### src/rtl/axi_sram_slave_pkg.sv
// Shared AXI response/burst codes and the responder state encoding.
// Latency: none (definitions only).
// Backpressure: not applicable.
package axi_slave_pkg;

    localparam logic [1:0] RESP_OKAY   = 2'b00;
    localparam logic [1:0] RESP_SLVERR = 2'b10;
    localparam logic [1:0] RESP_DECERR = 2'b11;

    localparam logic [1:0] BURST_FIXED = 2'd0;
    localparam logic [1:0] BURST_INCR  = 2'd1;
    localparam logic [1:0] BURST_WRAP  = 2'd2;

    typedef enum logic [2:0] {
        IDLE,
        RD_ADDR,
        RD_WAIT,
        RD_DATA,
        WR_DATA,
        WR_RESP
    } state_t;

endpackage

### src/rtl/axi_sram_slave_if.sv
// AXI3 read/write channel bundle between the CPU bridge and the SRAM responder.
// Latency: none (wires only).
// Backpressure: carried by the valid/ready pairs of each channel.
interface axi_sram_slave_if #(parameter int ID_W = 4);

    logic [ID_W-1:0] arid;
    logic [31:0]     araddr;
    logic [7:0]      arlen;
    logic [2:0]      arsize;
    logic [1:0]      arburst;
    logic            arvalid;
    logic            arready;

    logic [ID_W-1:0] rid;
    logic [31:0]     rdata;
    logic [1:0]      rresp;
    logic            rlast;
    logic            rvalid;
    logic            rready;

    logic [ID_W-1:0] awid;
    logic [31:0]     awaddr;
    logic [7:0]      awlen;
    logic [2:0]      awsize;
    logic [1:0]      awburst;
    logic            awvalid;
    logic            awready;

    logic [ID_W-1:0] wid;
    logic [31:0]     wdata;
    logic [3:0]      wstrb;
    logic            wlast;
    logic            wvalid;
    logic            wready;

    logic [ID_W-1:0] bid;
    logic [1:0]      bresp;
    logic            bvalid;
    logic            bready;

    modport slave (
        input  arid, araddr, arlen, arsize, arburst, arvalid,
        output arready,
        output rid, rdata, rresp, rlast, rvalid,
        input  rready,
        input  awid, awaddr, awlen, awsize, awburst, awvalid,
        output awready,
        input  wid, wdata, wstrb, wlast, wvalid,
        output wready,
        output bid, bresp, bvalid,
        input  bready
    );

    modport master (
        output arid, araddr, arlen, arsize, arburst, arvalid,
        input  arready,
        input  rid, rdata, rresp, rlast, rvalid,
        output rready,
        output awid, awaddr, awlen, awsize, awburst, awvalid,
        input  awready,
        output wid, wdata, wstrb, wlast, wvalid,
        input  wready,
        input  bid, bresp, bvalid,
        output bready
    );

endinterface

### src/rtl/axi_sram_slave_burst_addr.sv
// Next-beat address and SRAM range check for the current burst beat.
// Latency: purely combinational.
// Backpressure: none; the caller decides when to take next_addr.
module axi_burst_addr
    import axi_slave_pkg::*;
#(
    parameter int RAM_AW = 16
) (
    input  logic [31:0] cur_addr,
    input  logic [2:0]  size,
    input  logic [1:0]  burst,
    output logic [31:0] next_addr,
    output logic        in_range
);

    // FIXED bursts hammer one address; INCR and WRAP (and the reserved code) step by the beat size.
    always_comb begin
        next_addr = cur_addr;
        if (burst != BURST_FIXED) begin
            next_addr = cur_addr + (32'd1 << size);
        end
    end

    // Any set bit above the SRAM byte-address span means the beat misses the RAM.
    assign in_range = (cur_addr[31:RAM_AW+2] == '0);

endmodule

### src/rtl/axi_sram_slave.sv
// AXI3 responder serving one read or write burst at a time out of a single-port SRAM.
// Latency: AR->ram_en 1 cycle, AR->rvalid 3 cycles, 3 cycles per further read beat; last W->bvalid 1 cycle.
// Backpressure: R/B outputs hold while rready/bready are low; the idle channel is not accepted until IDLE.
module axi_sram_slave
    import axi_slave_pkg::*;
#(
    parameter int RAM_AW = 16,
    parameter int ID_W   = 4
) (
    input  logic              aclk,
    input  logic              areset,
    axi_sram_slave_if.slave   axi,
    output logic              ram_en,
    output logic [3:0]        ram_we,
    output logic [RAM_AW-1:0] ram_addr,
    output logic [31:0]       ram_wdata,
    input  logic [31:0]       ram_rdata
);

    state_t          state, state_nxt;
    logic [ID_W-1:0] id_q;
    logic [31:0]     cur_addr;
    logic [7:0]      len_q;
    logic [7:0]      beat_cnt;
    logic [2:0]      size_q;
    logic [1:0]      burst_q;
    logic            last_was_rd;
    logic            err_q;
    logic [31:0]     rdata_q;
    logic [1:0]      rresp_q;

    logic [31:0]     next_addr;
    logic            in_range;
    logic            idle, pick_wr, ar_hs, aw_hs, w_hs, last_beat;

    // wid/wlast carry no information here: write completion is counted in beats.
    logic unused_w;
    assign unused_w = ^{axi.wid, axi.wlast};

    axi_burst_addr #(.RAM_AW(RAM_AW)) u_addr (
        .cur_addr  (cur_addr),
        .size      (size_q),
        .burst     (burst_q),
        .next_addr (next_addr),
        .in_range  (in_range)
    );

    // Readies are also held low while reset is asserted so every handshake output reads 0 in reset.
    assign idle      = (state == IDLE) && !areset;
    assign pick_wr   = axi.awvalid && (!axi.arvalid || last_was_rd);
    assign ar_hs     = idle && axi.arvalid && !pick_wr;
    assign aw_hs     = idle && pick_wr;
    assign w_hs      = (state == WR_DATA) && axi.wvalid;
    assign last_beat = (beat_cnt == len_q);

    // State register.
    always_ff @(posedge aclk or posedge areset) begin
        if (areset) state <= IDLE;
        else        state <= state_nxt;
    end

    // Next-state: one transaction at a time, read wins ties unless it won the previous one.
    always_comb begin
        state_nxt = state;
        case (state)
            IDLE:    if (ar_hs) state_nxt = RD_ADDR;
                     else if (aw_hs) state_nxt = WR_DATA;
            RD_ADDR: state_nxt = RD_WAIT;
            RD_WAIT: state_nxt = RD_DATA;
            RD_DATA: if (axi.rready) state_nxt = last_beat ? IDLE : RD_ADDR;
            WR_DATA: if (axi.wvalid && last_beat) state_nxt = WR_RESP;
            WR_RESP: if (axi.bready) state_nxt = IDLE;
            default: state_nxt = IDLE;
        endcase
    end

    // Outputs: handshakes and SRAM strobes from state; response payload straight from registers.
    always_comb begin
        axi.arready = idle && !pick_wr;
        axi.awready = idle && (pick_wr || !axi.arvalid);
        axi.wready  = (state == WR_DATA);
        axi.rvalid  = (state == RD_DATA);
        axi.rlast   = (state == RD_DATA) && last_beat;
        axi.rid     = id_q;
        axi.rdata   = rdata_q;
        axi.rresp   = rresp_q;
        axi.bvalid  = (state == WR_RESP);
        axi.bid     = id_q;
        axi.bresp   = err_q ? RESP_DECERR : RESP_OKAY;
        ram_en      = in_range && ((state == RD_ADDR) || w_hs);
        ram_we      = (w_hs && in_range) ? axi.wstrb : 4'b0;
        ram_addr    = cur_addr[RAM_AW+1:2];
        ram_wdata   = (state == WR_DATA) ? axi.wdata : 32'b0;
    end

    // Burst bookkeeping: latch the winning request, capture read data, step address per beat.
    always_ff @(posedge aclk or posedge areset) begin
        if (areset) begin
            id_q        <= '0;
            cur_addr    <= '0;
            len_q       <= '0;
            beat_cnt    <= '0;
            size_q      <= '0;
            burst_q     <= '0;
            last_was_rd <= 1'b0;
            err_q       <= 1'b0;
            rdata_q     <= '0;
            rresp_q     <= RESP_OKAY;
        end else begin
            case (state)
                IDLE: begin
                    err_q    <= 1'b0;
                    beat_cnt <= '0;
                    if (ar_hs) begin
                        id_q        <= axi.arid;
                        cur_addr    <= axi.araddr;
                        len_q       <= axi.arlen;
                        size_q      <= axi.arsize;
                        burst_q     <= axi.arburst;
                        last_was_rd <= 1'b1;
                    end else if (aw_hs) begin
                        id_q        <= axi.awid;
                        cur_addr    <= axi.awaddr;
                        len_q       <= axi.awlen;
                        size_q      <= axi.awsize;
                        burst_q     <= axi.awburst;
                        last_was_rd <= 1'b0;
                    end
                end
                RD_WAIT: begin
                    rdata_q <= in_range ? ram_rdata : 32'b0;
                    rresp_q <= in_range ? RESP_OKAY : RESP_DECERR;
                end
                RD_DATA: begin
                    if (axi.rready && !last_beat) begin
                        cur_addr <= next_addr;
                        beat_cnt <= beat_cnt + 8'd1;
                    end
                end
                WR_DATA: begin
                    if (w_hs) begin
                        if (!in_range) err_q <= 1'b1;
                        if (!last_beat) begin
                            cur_addr <= next_addr;
                            beat_cnt <= beat_cnt + 8'd1;
                        end
                    end
                end
                default: ;
            endcase
        end
    end

endmodule
### src/flat_wrapper.sv
// flat-port wrapper written by rule: the top's interface ports become plain ports
module axi_sram_slave_flat import axi_slave_pkg::*;
#(
    parameter int RAM_AW = 16,
    parameter int ID_W   = 4
)
  (aclk, areset, ram_en, ram_we, ram_addr, ram_wdata, ram_rdata, axi_arid, axi_araddr, axi_arlen, axi_arsize, axi_arburst, axi_arvalid, axi_arready, axi_rid, axi_rdata, axi_rresp, axi_rlast, axi_rvalid, axi_rready, axi_awid, axi_awaddr, axi_awlen, axi_awsize, axi_awburst, axi_awvalid, axi_awready, axi_wid, axi_wdata, axi_wstrb, axi_wlast, axi_wvalid, axi_wready, axi_bid, axi_bresp, axi_bvalid, axi_bready);
  axi_sram_slave_if #(.ID_W(ID_W)) axi_i ();
  input  logic aclk;
  input  logic areset;
  output logic ram_en;
  output logic [3:0] ram_we;
  output logic [RAM_AW-1:0] ram_addr;
  output logic [31:0] ram_wdata;
  input  logic [31:0] ram_rdata;
  input wire logic [$bits(axi_i.arid)-1:0] axi_arid;
  input wire logic [$bits(axi_i.araddr)-1:0] axi_araddr;
  input wire logic [$bits(axi_i.arlen)-1:0] axi_arlen;
  input wire logic [$bits(axi_i.arsize)-1:0] axi_arsize;
  input wire logic [$bits(axi_i.arburst)-1:0] axi_arburst;
  input wire logic [$bits(axi_i.arvalid)-1:0] axi_arvalid;
  output wire logic [$bits(axi_i.arready)-1:0] axi_arready;
  output wire logic [$bits(axi_i.rid)-1:0] axi_rid;
  output wire logic [$bits(axi_i.rdata)-1:0] axi_rdata;
  output wire logic [$bits(axi_i.rresp)-1:0] axi_rresp;
  output wire logic [$bits(axi_i.rlast)-1:0] axi_rlast;
  output wire logic [$bits(axi_i.rvalid)-1:0] axi_rvalid;
  input wire logic [$bits(axi_i.rready)-1:0] axi_rready;
  input wire logic [$bits(axi_i.awid)-1:0] axi_awid;
  input wire logic [$bits(axi_i.awaddr)-1:0] axi_awaddr;
  input wire logic [$bits(axi_i.awlen)-1:0] axi_awlen;
  input wire logic [$bits(axi_i.awsize)-1:0] axi_awsize;
  input wire logic [$bits(axi_i.awburst)-1:0] axi_awburst;
  input wire logic [$bits(axi_i.awvalid)-1:0] axi_awvalid;
  output wire logic [$bits(axi_i.awready)-1:0] axi_awready;
  input wire logic [$bits(axi_i.wid)-1:0] axi_wid;
  input wire logic [$bits(axi_i.wdata)-1:0] axi_wdata;
  input wire logic [$bits(axi_i.wstrb)-1:0] axi_wstrb;
  input wire logic [$bits(axi_i.wlast)-1:0] axi_wlast;
  input wire logic [$bits(axi_i.wvalid)-1:0] axi_wvalid;
  output wire logic [$bits(axi_i.wready)-1:0] axi_wready;
  output wire logic [$bits(axi_i.bid)-1:0] axi_bid;
  output wire logic [$bits(axi_i.bresp)-1:0] axi_bresp;
  output wire logic [$bits(axi_i.bvalid)-1:0] axi_bvalid;
  input wire logic [$bits(axi_i.bready)-1:0] axi_bready;
  assign axi_i.arid = axi_arid;
  assign axi_i.araddr = axi_araddr;
  assign axi_i.arlen = axi_arlen;
  assign axi_i.arsize = axi_arsize;
  assign axi_i.arburst = axi_arburst;
  assign axi_i.arvalid = axi_arvalid;
  assign axi_arready = axi_i.arready;
  assign axi_rid = axi_i.rid;
  assign axi_rdata = axi_i.rdata;
  assign axi_rresp = axi_i.rresp;
  assign axi_rlast = axi_i.rlast;
  assign axi_rvalid = axi_i.rvalid;
  assign axi_i.rready = axi_rready;
  assign axi_i.awid = axi_awid;
  assign axi_i.awaddr = axi_awaddr;
  assign axi_i.awlen = axi_awlen;
  assign axi_i.awsize = axi_awsize;
  assign axi_i.awburst = axi_awburst;
  assign axi_i.awvalid = axi_awvalid;
  assign axi_awready = axi_i.awready;
  assign axi_i.wid = axi_wid;
  assign axi_i.wdata = axi_wdata;
  assign axi_i.wstrb = axi_wstrb;
  assign axi_i.wlast = axi_wlast;
  assign axi_i.wvalid = axi_wvalid;
  assign axi_wready = axi_i.wready;
  assign axi_bid = axi_i.bid;
  assign axi_bresp = axi_i.bresp;
  assign axi_bvalid = axi_i.bvalid;
  assign axi_i.bready = axi_bready;
  axi_sram_slave #(.RAM_AW(RAM_AW), .ID_W(ID_W)) u_core (.aclk(aclk), .areset(areset), .axi(axi_i), .ram_en(ram_en), .ram_we(ram_we), .ram_addr(ram_addr), .ram_wdata(ram_wdata), .ram_rdata(ram_rdata));
endmodule
### config.mk
export PLATFORM = sky130hd
export DESIGN_NAME = axi_sram_slave_flat
export DESIGN_NICKNAME = d
export VERILOG_FILES = /design/src/rtl/axi_sram_slave_pkg.sv /design/src/rtl/axi_sram_slave_if.sv /design/src/rtl/axi_sram_slave_burst_addr.sv /design/src/rtl/axi_sram_slave.sv /design/src/flat_wrapper.sv
export SDC_FILE = /design/constraint.sdc
export NUM_CORES = 1
export LEC_CHECK = 0
export BUFFER_PORTS_ARGS = -buffer_cell sky130_fd_sc_hd__buf_4
export CORE_AREA = 3 3 119 121
export DETAILED_ROUTE_END_ITERATION = 7
export DIE_AREA = 0 0 122 124
export PLACE_DENSITY = 0.87
export SKIP_LAST_GASP = 1
export SLEW_MARGIN = 20
export SYNTH_ARGS = -nofsm -noshare
export SYNTH_HDL_FRONTEND = slang
export SYNTH_HIERARCHICAL = 1
export SYNTH_SLANG_ARGS = --single-unit
export TNS_END_PERCENT = 20
### constraint.sdc
create_clock -name aclk -period 3.15 [get_ports aclk]
set_input_delay 0.1575 -clock aclk [delete_from_list [all_inputs] [get_ports aclk]]
set_output_delay 0.1575 -clock aclk [all_outputs]
set_load 0.03 [all_outputs]
==> summary.txt <==
Routing
  • Post-DR wirelength/cell: 16.6 um
  • Routed vias: 6,150
  • Via density: 5.28
  • DRT Pass-1 Iters: 5
  • Antenna Nets Post-Route: 0
  • Detailed-route wire length: 19,300 um
  • DRC marker count from the first detailed-route iteration: 360
  • DRC violations left: 0

Min path
  • Worst hold path type: in -> reg
  • Min-Delay Path Depth: 3

Synth
  • Main flop type after synthesis: sky130_fd_sc_hd__dfrtp_1
  • Ys Warns: 6
  • Number of synthesized flops with an enable pin: 0
  • Gate Count Post-Synth: 749
  • Sequential element share of the synthesized area: 0.369
  • Largest area contributor in the synthesized netlist: sky130_fd_sc_hd__dfrtp_1
  • Async SR Flop Fraction: 1.00
  • Library cells used by synthesis: 65
  • Net Count, Synth: 937
  • Synthesized area per cell: 8.60 um2
  • Leading cell types by total area after synthesis: sky130_fd_sc_hd__dfrtp_1 37%, sky130_fd_sc_hd__nand2_1 8.3%, sky130_fd_sc_hd__mux2_4 7.0%, sky130_fd_sc_hd__a21oi_1 5.7%, sky130_fd_sc_hd__o21ai_0 5.2%
  • Summed instance area of the synthesized netlist: 0.00644 mm2
  • Register bit total from synthesis: 95
  • Fraction of post-synthesis cell area in the top cell type by area: 0.369

Clock tree
  • TritonCTS clock tree: yes
  • Clock Root Buffer: sky130_fd_sc_hd__clkbuf_16
  • Number of sinks on the clock net: 95
  • Clock insertion delay at the later pin of the skew report: 0.35 ns
  • TritonCTS buffer count: 9
  • Number of levels the H-tree was split into: 3
  • Post-CTS setup repair buffer count: 0
  • Maximum buffer depth of the clock tree: 2
  • CTS clk-pin slew, worst paths: 0.07 ns

Global routing
  • Met3 track demand over resource in global routing: 0.0468
  • Antenna violations before repair: 0
  • Total congestion overflow: 0
  • Peak-usage layer in the global routing report: met2
  • Total track usage: 0.243
  • Maximum number of pins on one net before global-route repair: 67
  • Via count of the first global-routing pass: 5,850
  • Routing usage on met2: 0.436
  • Wire length of the first global-routing pass: 28,900 um
  • Global routing usage on met1: 0.290

Floorplan
  • Total die area: 0.0151 mm2
  • Die W: 122 um
  • Floorplan row count: 42
  • Initial Util: 0.489
  • Placeable Area: 0.0132 mm2
  • Top-level port count: 281
  • Die boundary height: 124 um

Setup path
  • Category of the worst setup path launch point: register
  • Category of the critical setup timing path: reg -> reg
  • Depth of the worst register-to-register path: 11
  • Required time of the critical path: 3.38 ns
  • Crit path capture type: register
  • Top fanout value on the critical path: 9
  • Worst Path Arrival: 3.20 ns

Pwr
  • Power consumption: 0.00947 W
  • Lkg Pwr: 4.43 nW
  • Worst ir drop on vdd: 0.671 mV
  • Power Density: 1070 mW/mm2

Outcome
  • Outcome: completed

STA
  • Total negative slack: 0 ns
  • Final Critical Period: 2.97 ns
  • Relative max-transition margin: 0.554
  • Highest attainable clock frequency: 337 MHz
  • Actual transition at the worst max-transition pin: 0.667 ns
  • Fin. Hold Viols: 0
  • Unrepaired setup endpoints after global routing: false
  • Post-route clock skew: 0.00781 ns
  • Count of endpoints failing setup in the final report: 0
  • Share of the cycle needed by the critical path after routing: 0.941
  • Pins Over Slew Limit: 0

Cells and area
  • Total of fill cells in the finished design: 1,073
  • Highest-count cells in the layout ignoring fill and taps: 285 x sky130_fd_sc_hd__buf_4, 142 x sky130_fd_sc_hd__nand2_1, 95 x sky130_fd_sc_hd__dfrtp_1
  • Fraction of final layout cells sized beyond drive strength 1: 0.369
  • # nets final: 1,172
  • Number of diodes: 0
  • Commonest non-fill, non-tap cell in the layout: sky130_fd_sc_hd__buf_4
  • Area growth, synth to finish: 37.0%

Flow run
  • Maxcap violations: 0

Placement
  • Final estimated routing congestion in global placement: 0.855
  • HPWL after DPL: 14,400 um
  • Count of buffers from port buffering: 275
## where the power goes
part,switching (W),internal (W),leakage (nW)
Sequential,0.000639,0.00183,1.14
Clock,0.000481,0.000718,0.156
Combinational,0.00318,0.00263,3.14
Total,0.00430,0.00518,4.43
## cells by family after synthesis
logic type	count (synthesis)	share of synthesized area
flops	95	0.369
mux	52	0.105
xor+xnor	39	0.0530
simple gates	304	0.231
fa+ha+maj	10	0.0206
buf+inv	79	0.0715
compound gates	170	0.150
## critical path, stage by stage (launching register included)
cell and delay, ns:
sky130_fd_sc_hd__dfrtp_1 0.47, sky130_fd_sc_hd__nor3_1 0.10, sky130_fd_sc_hd__ha_1 0.22, sky130_fd_sc_hd__fa_1 0.43, sky130_fd_sc_hd__a211oi_1 0.32, sky130_fd_sc_hd__o21ai_2 0.15
sky130_fd_sc_hd__o21ai_0 0.32, sky130_fd_sc_hd__and4bb_2 0.29, sky130_fd_sc_hd__xor2_1 0.13, sky130_fd_sc_hd__nor2_1 0.11, sky130_fd_sc_hd__a21oi_1 0.05, sky130_fd_sc_hd__mux2_4 0.25
## per-stage QoR
stage	util	std cells	cell area, um2	hold WS, ns	setup WS [ns]
after floorplan	-	749	6440	0.302	0.0680
after global placement	0.642	1147	8470	0.293	0.310
after detailed placement	0.642	1147	8470	0.291	0.268
after CTS	0.667	1164	8800	0.0456	0.245
after global routing	0.670	1165	8830	0.0567	0.00774
final	0.670	1165	8830	0.0576	0.185
## per-layer routing
layer  wire, um  vias to the layer above
met5          0                        -
li1           -                     3003
met3       1280                       21
met2      10000                      249
met1       7600                     2877
met4        369                        0
## synth_stat cells (all sizes together) (3+ instances only)
| library cell | number |
|---|---|
| a21oi | 75 |
| clkbuf | 22 |
| nand3 | 6 |
| ha | 9 |
| xor2 | 20 |
| nand2b | 5 |
| nor2 | 51 |
| mux2 | 35 |
| o21ai | 69 |
| buf | 44 |
| inv | 13 |
| and2 | 37 |
| nor3 | 19 |
| nand2 | 143 |
| nor4 | 7 |
| nor3b | 7 |
| and3 | 8 |
| o211ai | 4 |
| nand3b | 3 |
| o21a | 3 |
| mux2i | 17 |
| nand4 | 7 |
| dfrtp | 95 |
| xnor2 | 19 |
## flip-flops by register name, indices dropped and copies added (netlist names)
name                cells
u_core/size_q           3
u_core/err_q            1
u_core/beat_cnt         8
u_core/len_q            8
u_core/state            3
u_core/axi.rdata       32
u_core/axi.rresp        1
u_core/cur_addr        32
u_core/last_was_rd      1
u_core/burst_q          2
u_core/axi.bid          4
## layout make-up
cell class              count  area, um2  area share
well taps                 176        220      0.0249
flip-flops and latches     95       2380       0.269
multi-input cells         575       3630       0.411
clock buffers              11        243      0.0275
repair buffers            290       2230       0.252
clock inverters             5       81.3     0.00921
inverters                  13       51.3     0.00581
## timing repair
action	in CTS	in global routing
setup endpoints to repair	0	1
resized for setup	0	1
endpoints found under the hold margin	44	0
hold buffers	1	0
## worst paths after layout
check	startpoint	to	slack [ns]
worst max-delay path	u_core/size_q[1]	u_core/cur_addr[12]	0.18
worst min-delay path	ram_rdata[15]	u_core/axi.rdata[15]	0.06
worst max register to register	u_core/size_q[1]	u_core/cur_addr[12]	0.18
worst min register to register	u_core/axi.rdata[21]	u_core/axi.rdata[21]	0.49
max in group asynchronous	areset	u_core/cur_addr[27]	1.63
min in group asynchronous	areset	u_core/beat_cnt[7]	0.45
Note: power is estimated with default switching activity, not from simulation.
